<file path="config.mk">
export PLATFORM = sky130hd
export DESIGN_NAME = uart_port_arbiter
export DESIGN_NICKNAME = d
export VERILOG_FILES = /design/src/rtl/uart_port_arbiter.sv
export SDC_FILE = /design/constraint.sdc
export NUM_CORES = 1
export LEC_CHECK = 0
export CORE_MARGIN = 2
export CORE_UTILIZATION = 65
export CTS_BUF_LIST = sky130_fd_sc_hd__clkbuf_4
export CTS_CLUSTER_DIAMETER = 50
export DETAILED_ROUTE_END_ITERATION = 7
export DONT_BUFFER_PORTS = 1
export GPL_TIMING_DRIVEN = 0
export PLACE_DENSITY = 0.88
export SLEW_MARGIN = 0
export SYNTH_ARGS = -nofsm -noshare
export SYNTH_HDL_FRONTEND = slang
export SYNTH_SLANG_ARGS = --single-unit
</file>
<file path="constraint.sdc">
create_clock -name clk -period 3.3 [get_ports clk]
set_input_delay 0.495 -clock clk [delete_from_list [all_inputs] [get_ports clk]]
set_output_delay 0.495 -clock clk [all_outputs]
set_load 0.02 [all_outputs]
</file>
<file path="src/rtl/uart_port_arbiter.sv">
`default_nettype none
// +--------------------------------------------------------------------------+
// | Module   : uart_port_arbiter                                             |
// | Brief    : Round-robin share of one simpleuart register port between the |
// |            CPU bus and a FIFO-buffered hardware byte stream.             |
// | Revision : 1.0                                                           |
// +--------------------------------------------------------------------------+
module uart_port_arbiter #(
    parameter logic [31:0] BASE_ADDR = 32'h0100_0000,
    parameter int          FIFO_AW   = 4
) (
    input  logic               clk,
    input  logic               reset,
    input  logic               cpu_valid_i,
    output logic               cpu_ready_o,
    input  logic [31:0]        cpu_addr_i,
    input  logic [31:0]        cpu_wdata_i,
    input  logic [3:0]         cpu_wstrb_i,
    output logic [31:0]        cpu_rdata_o,
    input  logic               strm_valid_i,
    output logic               strm_ready_o,
    input  logic [7:0]         strm_data_i,
    output logic               uart_valid_o,
    input  logic               uart_ready_i,
    output logic [31:0]        uart_addr_o,
    output logic [31:0]        uart_wdata_o,
    output logic [3:0]         uart_wstrb_o,
    input  logic [31:0]        uart_rdata_i,
    output logic [FIFO_AW:0]   fifo_level_o
);

    localparam int               c_DEPTH   = 1 << FIFO_AW;
    localparam logic [FIFO_AW:0] c_PTR_ONE = {{FIFO_AW{1'b0}}, 1'b1};
    localparam logic [31:0]      c_DATA_ADDR = BASE_ADDR + 32'd4;

    localparam logic [1:0] c_ST_IDLE = 2'd0;
    localparam logic [1:0] c_ST_CPU  = 2'd1;
    localparam logic [1:0] c_ST_STRM = 2'd2;

    logic [1:0]       r_state;
    logic             r_last_grant;
    logic [FIFO_AW:0] r_wptr;
    logic [FIFO_AW:0] r_rptr;
    logic [7:0]       r_mem [c_DEPTH];

    logic       w_full;
    logic       w_empty;
    logic       w_push;
    logic       w_pop;
    logic [7:0] w_head;

    assign w_full  = (r_wptr[FIFO_AW] != r_rptr[FIFO_AW]) &&
                     (r_wptr[FIFO_AW-1:0] == r_rptr[FIFO_AW-1:0]);
    assign w_empty = (r_wptr == r_rptr);
    // Acceptance looks at full only, so a pop in the same cycle never frees a slot early.
    assign w_push  = strm_valid_i && !w_full;
    assign w_pop   = (r_state == c_ST_STRM) && uart_ready_i;
    assign w_head  = r_mem[r_rptr[FIFO_AW-1:0]];

    assign strm_ready_o = !w_full;
    assign fifo_level_o = r_wptr - r_rptr;

    always_ff @(posedge clk) begin
        if (w_push) begin
            r_mem[r_wptr[FIFO_AW-1:0]] <= strm_data_i;
        end
    end

    always_ff @(posedge clk or posedge reset) begin
        if (reset) begin
            r_state      <= c_ST_IDLE;
            r_last_grant <= 1'b1;
            r_wptr       <= '0;
            r_rptr       <= '0;
        end else begin
            if (w_push) begin
                r_wptr <= r_wptr + c_PTR_ONE;
            end
            if (w_pop) begin
                r_rptr <= r_rptr + c_PTR_ONE;
            end
            case (r_state)
                c_ST_IDLE: begin
                    if (cpu_valid_i && !w_empty) begin
                        r_state <= r_last_grant ? c_ST_CPU : c_ST_STRM;
                    end else if (cpu_valid_i) begin
                        r_state <= c_ST_CPU;
                    end else if (!w_empty) begin
                        r_state <= c_ST_STRM;
                    end
                end
                c_ST_CPU: begin
                    // A CPU that drops valid early is abandoned without earning fairness credit.
                    if (cpu_valid_i && uart_ready_i) begin
                        r_last_grant <= 1'b0;
                        r_state      <= c_ST_IDLE;
                    end else if (!cpu_valid_i) begin
                        r_state <= c_ST_IDLE;
                    end
                end
                c_ST_STRM: begin
                    if (uart_ready_i) begin
                        r_last_grant <= 1'b1;
                        r_state      <= c_ST_IDLE;
                    end
                end
                default: r_state <= c_ST_IDLE;
            endcase
        end
    end

    always_comb begin
        uart_valid_o = 1'b0;
        uart_addr_o  = '0;
        uart_wdata_o = '0;
        uart_wstrb_o = '0;
        cpu_ready_o  = 1'b0;
        cpu_rdata_o  = '0;
        case (r_state)
            c_ST_CPU: begin
                uart_valid_o = cpu_valid_i;
                uart_addr_o  = cpu_addr_i;
                uart_wdata_o = cpu_wdata_i;
                uart_wstrb_o = cpu_wstrb_i;
                cpu_ready_o  = uart_ready_i;
                cpu_rdata_o  = uart_rdata_i;
            end
            c_ST_STRM: begin
                uart_valid_o = 1'b1;
                uart_addr_o  = c_DATA_ADDR;
                uart_wdata_o = {24'b0, w_head};
                uart_wstrb_o = 4'b0001;
            end
            default: begin
            end
        endcase
    end

endmodule
`default_nettype wire

</file>
==> out/metrics.cfg, run 1 <==
[finish]
final_cell_count_no_fill=686
layout_commonest_cell=edfxtp_1
drive_above_1_share=0.0984
fin_util=0.721
nNetsFinal=662
final_cell_mix=edfxtp_1, and2_1, mux2i_1, nand2_1, clkbuf_4
area_growth_pct=7.00

[floorplanning]
rows=36
die_y_um=105
die_area_sq_um=11100
fp.dieW_um=105
start_util=0.674
coreArea_sq_um=9860
io-pin-count=221

[setup_path]
arrival_ps=3220
cp-end-kind=register
crit_type=reg2reg
r2r-start=r_rptr[1]$_DFFE_PP0P_
startpoint_type=register
r2r_cells=8
r2r_end=r_mem[8][4]$_DFFE_PP_
r2r_setup_slack_ps=240
path_max_fanout=19
worst_ep_required_time_ps=3460

[power_and_ir_drop]
irDropWorstVdd_v=0.000498
p_seq_frac=0.368
p_total_mw=6.28
pwr-share-comb=0.477
switchingPower_mw=2.77
swShare=0.441
pwr-share-clk=0.155
internal_power_mw=3.51
leakagePower_nw=2.65
power_density_nw_per_um2=883

[sta]
tightestPinTransition_ps=764
hold_ws_ps=37.5
rsz0062_at_grt=false
clock_skew_ps=18.3
slew_violations=0
min_period_over_period=0.927
max-slew-margin-rel=0.489
finalCriticalPeriod_ps=3060
timing.fmax_mhz=327
hold_viol=0
setup_tns_ps=0
setup_viol=0

[global_routing]
grt_usage=0.341
grt_start_max_net_pins=17
grt_first_pass_wirelength_um=26200
grt_pass1_vias=4283
overflow=0
grt_antenna_before_repair=8

[logic_synthesis]
ys_warn_count=0
yosys.cell_types.count=30
ys_seq_elements=141
synth_nets=643
syn-instance-count=517
yosysSeqAreaShare=0.627
synth_edf_count=128
netlist_area_sq_um=6650
synthArstFlopShare=0.0922
synth_ff_type=edfxtp_1
syn_area_per_cell_sq_um=12.9

[clocking]
cts.htree.levels=4
numCtsBuffers=17
root_buffer=clkbuf_4
clk_latency_ps=540
cts_tree=yes
clock_sinks=141
clk_pin_slew_worst_paths_ps=120
clockBufferDepth=2
cts_setup_buffers=0

[hold_path]
hold_depth=0
worstHoldStart=strm_data_i[3]
hold_class=in2reg
hold_end=r_mem[15][3]$_DFFE_PP_

[drt]
drc_errors=0
postRouteAntennaNets=0
num_vias=4370
first_pass_iters=6
wl_per_cell_um=27.0
drt_wl_total_um=18600
drtIter0Drc=461
vias_per_cell=6.37

[flow_run]
maxCapViolCount=0

[placement]
gp_congestion=0.925
place_inst=650
dpl.hpwl_um=14200
port_buffers=0

[run_status]
status=finished, final reports clean

[cell usage after synthesis, types with 11 or more instances]
| cell type | number | area [sq um] |
|---|---|---|
| a21oi_1 | 17 | 85.1 |
| a22oi_1 | 16 | 120 |
| and2_1 | 93 | 582 |
| clkbuf_1 | 14 | 52.6 |
| dfrtp_1 | 12 | 300 |
| edfxtp_1 | 128 | 3840 |
| ha_1 | 12 | 150 |
| inv_1 | 11 | 41.3 |
| mux2i_1 | 64 | 641 |
| nand2_1 | 42 | 158 |
| nand3_1 | 19 | 95.1 |
| nand4_1 | 11 | 68.8 |
| nor2_1 | 16 | 60.1 |
[registers in the layout (all words and copies together) (netlist names)]
signal / flops
r_rptr: 5
r_last_grant: 1
r_state: 2
r_mem: 128
r_wptr: 5
[timing repair]
| item | in CTS | in global routing |
|---|---|---|
| resized for setup | 4 | 6 |
| hold buffers | 1 | 0 |
| setup endpoints to repair | 32 | 121 |
| endpoints found under the hold margin | 12 | 0 |
[worst max-delay path, stage by stage, from the launching register on]
cell	delay (ps)
dfrtp_1	420
buf_4	330
inv_1	140
ha_1	310
and4_1	190
buf_2	160
a21boi_4	270
nand2_1	220
nor2_1	640
[power by group through the flow]
stage	logic (mW)	clock network, mW	registers, mW
4_1_cts	2.94	0.977	2.31
5_1_grt	3.19	1.05	2.34
6_report	3.00	0.972	2.31
3_5_place_dp	2.92	0	2.35
3_3_place_gp	2.85	0	2.34
2_1_floorplan	2.28	0	2.32
[final cells by class]
type	count	area, sq um
multi-input cells	334	2330
diodes	4	10.0
well taps	133	166
repair buffers	1	10.0
flip-flops and latches	141	4170
fillers	650	2750
inverters	11	41.3
clock inverters	9	72.6
clock buffers	23	173
plain buffers	30	143
[kinds of logic after synthesis]
| logic type | after synthesis | synth area share |
|---|---|---|
| buffers and inverters | 42 | 0.0284 |
| multiplexers | 65 | 0.0980 |
| flip-flops | 141 | 0.627 |
| XOR/XNOR | 13 | 0.0171 |
| AND/OR/NAND/NOR | 202 | 0.164 |
| AO/OA/AOI/OAI | 41 | 0.0401 |
| adder cells (fa/ha/maj) | 13 | 0.0256 |
[layer usage]
layer,GRT usage,routed length [um],vias to the layer above
li1,-,-,1889
met2,0.487,8120,304
met1,0.415,6580,2120
met4,0.148,675,6
met5,0,28,-
met3,0.206,3150,51
[how the worst max path moves through the flow]
stage | startpoint | to | depth (start not counted)
final | r_rptr[1]$_DFFE_PP0P_ | r_mem[8][4]$_DFFE_PP_ | 8
after global routing | r_rptr[1]$_DFFE_PP0P_ | r_mem[8][4]$_DFFE_PP_ | 8
after CTS | r_rptr[1]$_DFFE_PP0P_ | r_mem[13][2]$_DFFE_PP_ | 9
after detailed placement | r_rptr[1]$_DFFE_PP0P_ | r_mem[0][5]$_DFFE_PP_ | 9
after global placement | r_rptr[1]$_DFFE_PP0P_ | r_mem[0][4]$_DFFE_PP_ | 9
after floorplan | r_rptr[1]$_DFFE_PP0P_ | r_mem[3][0]$_DFFE_PP_ | 9
[stage by stage]
step	cell area, sq um	setup WS, ps
5_1_grt	7110	69.3
6_report	7120	242
3_3_place_gp	6820	-176
2_1_floorplan	6650	460
3_5_place_dp	6820	-315
4_1_cts	7090	0.908
No activity file was read; power rests on OpenSTA's default activity.
==> run 2, diff against run 1 <==
- CAP_MARGIN: unset -> 20
- CORE_MARGIN: 2 -> unset
==> run 2 against run 1 <==
Against the previous run:
- non-clock buffer count increased by 1
- cell count up 0.87%
- flip-flop and latch count did not move
- first-iteration DRC count up 21%
- highest routed layer unchanged
- register-to-register slack worse by 220 ps
==> out/metrics.cfg, run 2 (synthesis results as in run 1) <==
[run_status]
status=finished, final reports clean

[sta]
worst_slack_ps=19.2  ; -223 ps
rsz0062_at_grt=true
finalCriticalPeriod_ps=3280  ; +223 ps
setup_viol=0  ; unchanged
setup_tns_ps=0  ; unchanged
slew_violations=0  ; unchanged
clock_skew_ps=20.4  ; +2.16 ps
min_period_over_period=0.994  ; +0.0674
hold_viol=0  ; unchanged
timing.fmax_mhz=305  ; -6.8%
tightestPinTransition_ps=833  ; +68.4 ps
max-slew-margin-rel=0.445  ; -0.0437

[placement]
dpl.hpwl_um=14800  ; +4.1%
gp_congestion=0.927  ; +0.22%
place_ws_ps=-283  ; +31.2 ps
placed_cell_area_sq_um=6820  ; unchanged
port_buffers=0  ; unchanged

[drt]
drc_errors=0  ; unchanged
vias_per_cell=6.50  ; +2.0%
drtIter0Drc=559  ; +21%
num_vias=4495  ; +2.9%
first_pass_iters=8  ; +2
postRouteAntennaNets=0  ; unchanged
drt_wl_total_um=20000  ; +7.7%
wl_per_cell_um=28.9  ; +6.8%

[global_routing]
grt_antenna_before_repair=10  ; +2
grt_start_max_net_pins=17  ; unchanged
grt_pass1_vias=4148  ; -3.2%
overflow=0  ; unchanged
grt_usage=0.379  ; +0.0385
grtUsageMet2=0.539  ; +0.0525
grt_use_met1=0.459  ; +0.0434
busiest_layer=met2
grt_first_pass_wirelength_um=26400  ; +0.87%
met3_usage=0.222  ; +0.0159

[floorplanning]
fp.dieW_um=103  ; -1.9%
die_area_sq_um=10600  ; -3.8%
rows=36  ; unchanged
io-pin-count=221  ; unchanged
die_y_um=103  ; -1.9%
start_util=0.674  ; unchanged
coreArea_sq_um=9860  ; unchanged

[setup_path]
path_max_fanout=10  ; -9
critPathBufInv=4  ; +1
cp_slowest_cell=nor2_1
slowest_delay_ps=650  ; about the same
startpoint_type=register
worst_ep_required_time_ps=3480  ; +20 ps
crit_type=reg2reg
cp_common_cell=buf_2
arrival_ps=3460  ; +240 ps
path_cells=buf_4 > buf_2 > inv_1 > ha_1 > and4_1 > buf_2 > a21boi_4 > nand2_1 > nor2_1
critical-path-top-delay-family=simple AND/OR/NAND/NOR gates
cp-end-kind=register

[finish]
area_growth_pct=8.64
regArea_sq_um=4170  ; unchanged
drive_above_1_share=0.102  ; +0.00364
final_area_sq_um=7220  ; +1.5%
nNetsFinal=663  ; +0.15%
largest_reg_flops=128  ; unchanged
multi_input_area_sq_um=2360  ; +1.3%
nFillCells=634  ; -2.5%
final_cell_mix=edfxtp_1, and2_1, mux2i_1, nand2_1, nand3_1
layout_commonest_cell=edfxtp_1

[power_and_ir_drop]
power_density_nw_per_um2=908  ; +2.8%
leakagePower_nw=2.67  ; +0.92%
irDropWorstVdd_v=0.000459  ; -7.8%

[hold_path]
hold_class=in2reg

[clocking]
clk_latency_ps=550  ; about the same
cts_tree=yes
clock_sinks=141  ; unchanged
clk_pin_slew_worst_paths_ps=120  ; about the same
numCtsBuffers=17  ; unchanged
root_buffer=clkbuf_4
clockBufferDepth=2  ; unchanged
cts.htree.levels=4  ; unchanged

[flow_run]
maxCapViolCount=0  ; unchanged

## run 2: cell count changes in the layout (fill, tap and decap cells not counted), moves of 2 or more
cell,previous run,this run
nor3_2,3,1
nor2_1,11,8
nor2_4,0,2
bufinv_16,1,4
clkbuf_4,23,17
diode_2,4,10
nor3_4,1,3
## run 2: per-stage QoR
step / instances / total power [mW] / utilization / hold WS, ps
2_1_floorplan: 517 / 4.60 / - / 371
3_3_place_gp: 650 / 5.15 / 0.691 / 428
3_5_place_dp: 650 / 5.27 / 0.691 / 444
4_1_cts: 682 / 6.44 / 0.725 / 22.3
5_1_grt: 688 / 6.83 / 0.731 / 6.67
6_report: 692 / 6.56 / 0.732 / 33.7
## run 2: cell type report
class | instances | area share
antenna | 10 | 0.00346
clock inverter | 14 | 0.0244
sequential | 141 | 0.577
inverter | 11 | 0.00572
multi-input combinational | 334 | 0.327
buffer | 31 | 0.0204
tap | 133 | 0.0230
timing repair buffer | 1 | 0.00139
clock buffer | 17 | 0.0177
## run 2: worst register-to-register path, delay by kind of cell, from the launching register on
kind	cells	cell delay, ps
adders and majority gates	1	310
buffers and inverters	4	850
AOI/OAI and AO/OA	1	280
and+or+nand+nor	3	1080
DFF	1	410
## run 2: path summary, 6_finish.rpt
| kind | cells after the start | slack (ps) | endpoint | from |
|---|---|---|---|---|
| max | 9 | 20 | r_mem[8][1]$_DFFE_PP_ | r_rptr[1]$_DFFE_PP0P_ |
| min | 0 | 30 | r_mem[11][7]$_DFFE_PP_ | strm_data_i[7] |
| max reg2reg | 9 | 20 | r_mem[8][1]$_DFFE_PP_ | r_rptr[1]$_DFFE_PP0P_ |
| min reg2reg | 1 | 520 | r_rptr[3]$_DFFE_PP0P_ | r_rptr[3]$_DFFE_PP0P_ |
| max in group asynchronous | 2 | 2530 | r_last_grant$_DFFE_PP1P_ | reset |
| min in group asynchronous | 2 | 400 | r_state[0]$_DFFE_PP0P_ | reset |
## run 2: metal layers
metal	vias to the layer above	part of all wire
met5	-	0.0012
met4	4	0.038
met3	63	0.18
met2	417	0.45
met1	2112	0.33
li1	1899	-
## run 2: power by group
part	switching, mW	internal [mW]	total (mW)
Combinational	2.15	0.904	3.06
Clock	0.594	0.585	1.18
Sequential	0.122	2.20	2.32
Total	2.87	3.69	6.56
## run 2: timing repair
action,in CTS,in global routing
setup buffers,0,0
setup endpoints to repair,48,96
gates resized for setup,6,11
cloned,0,0
endpoints found under the hold margin,12,0
hold buffers,1,0
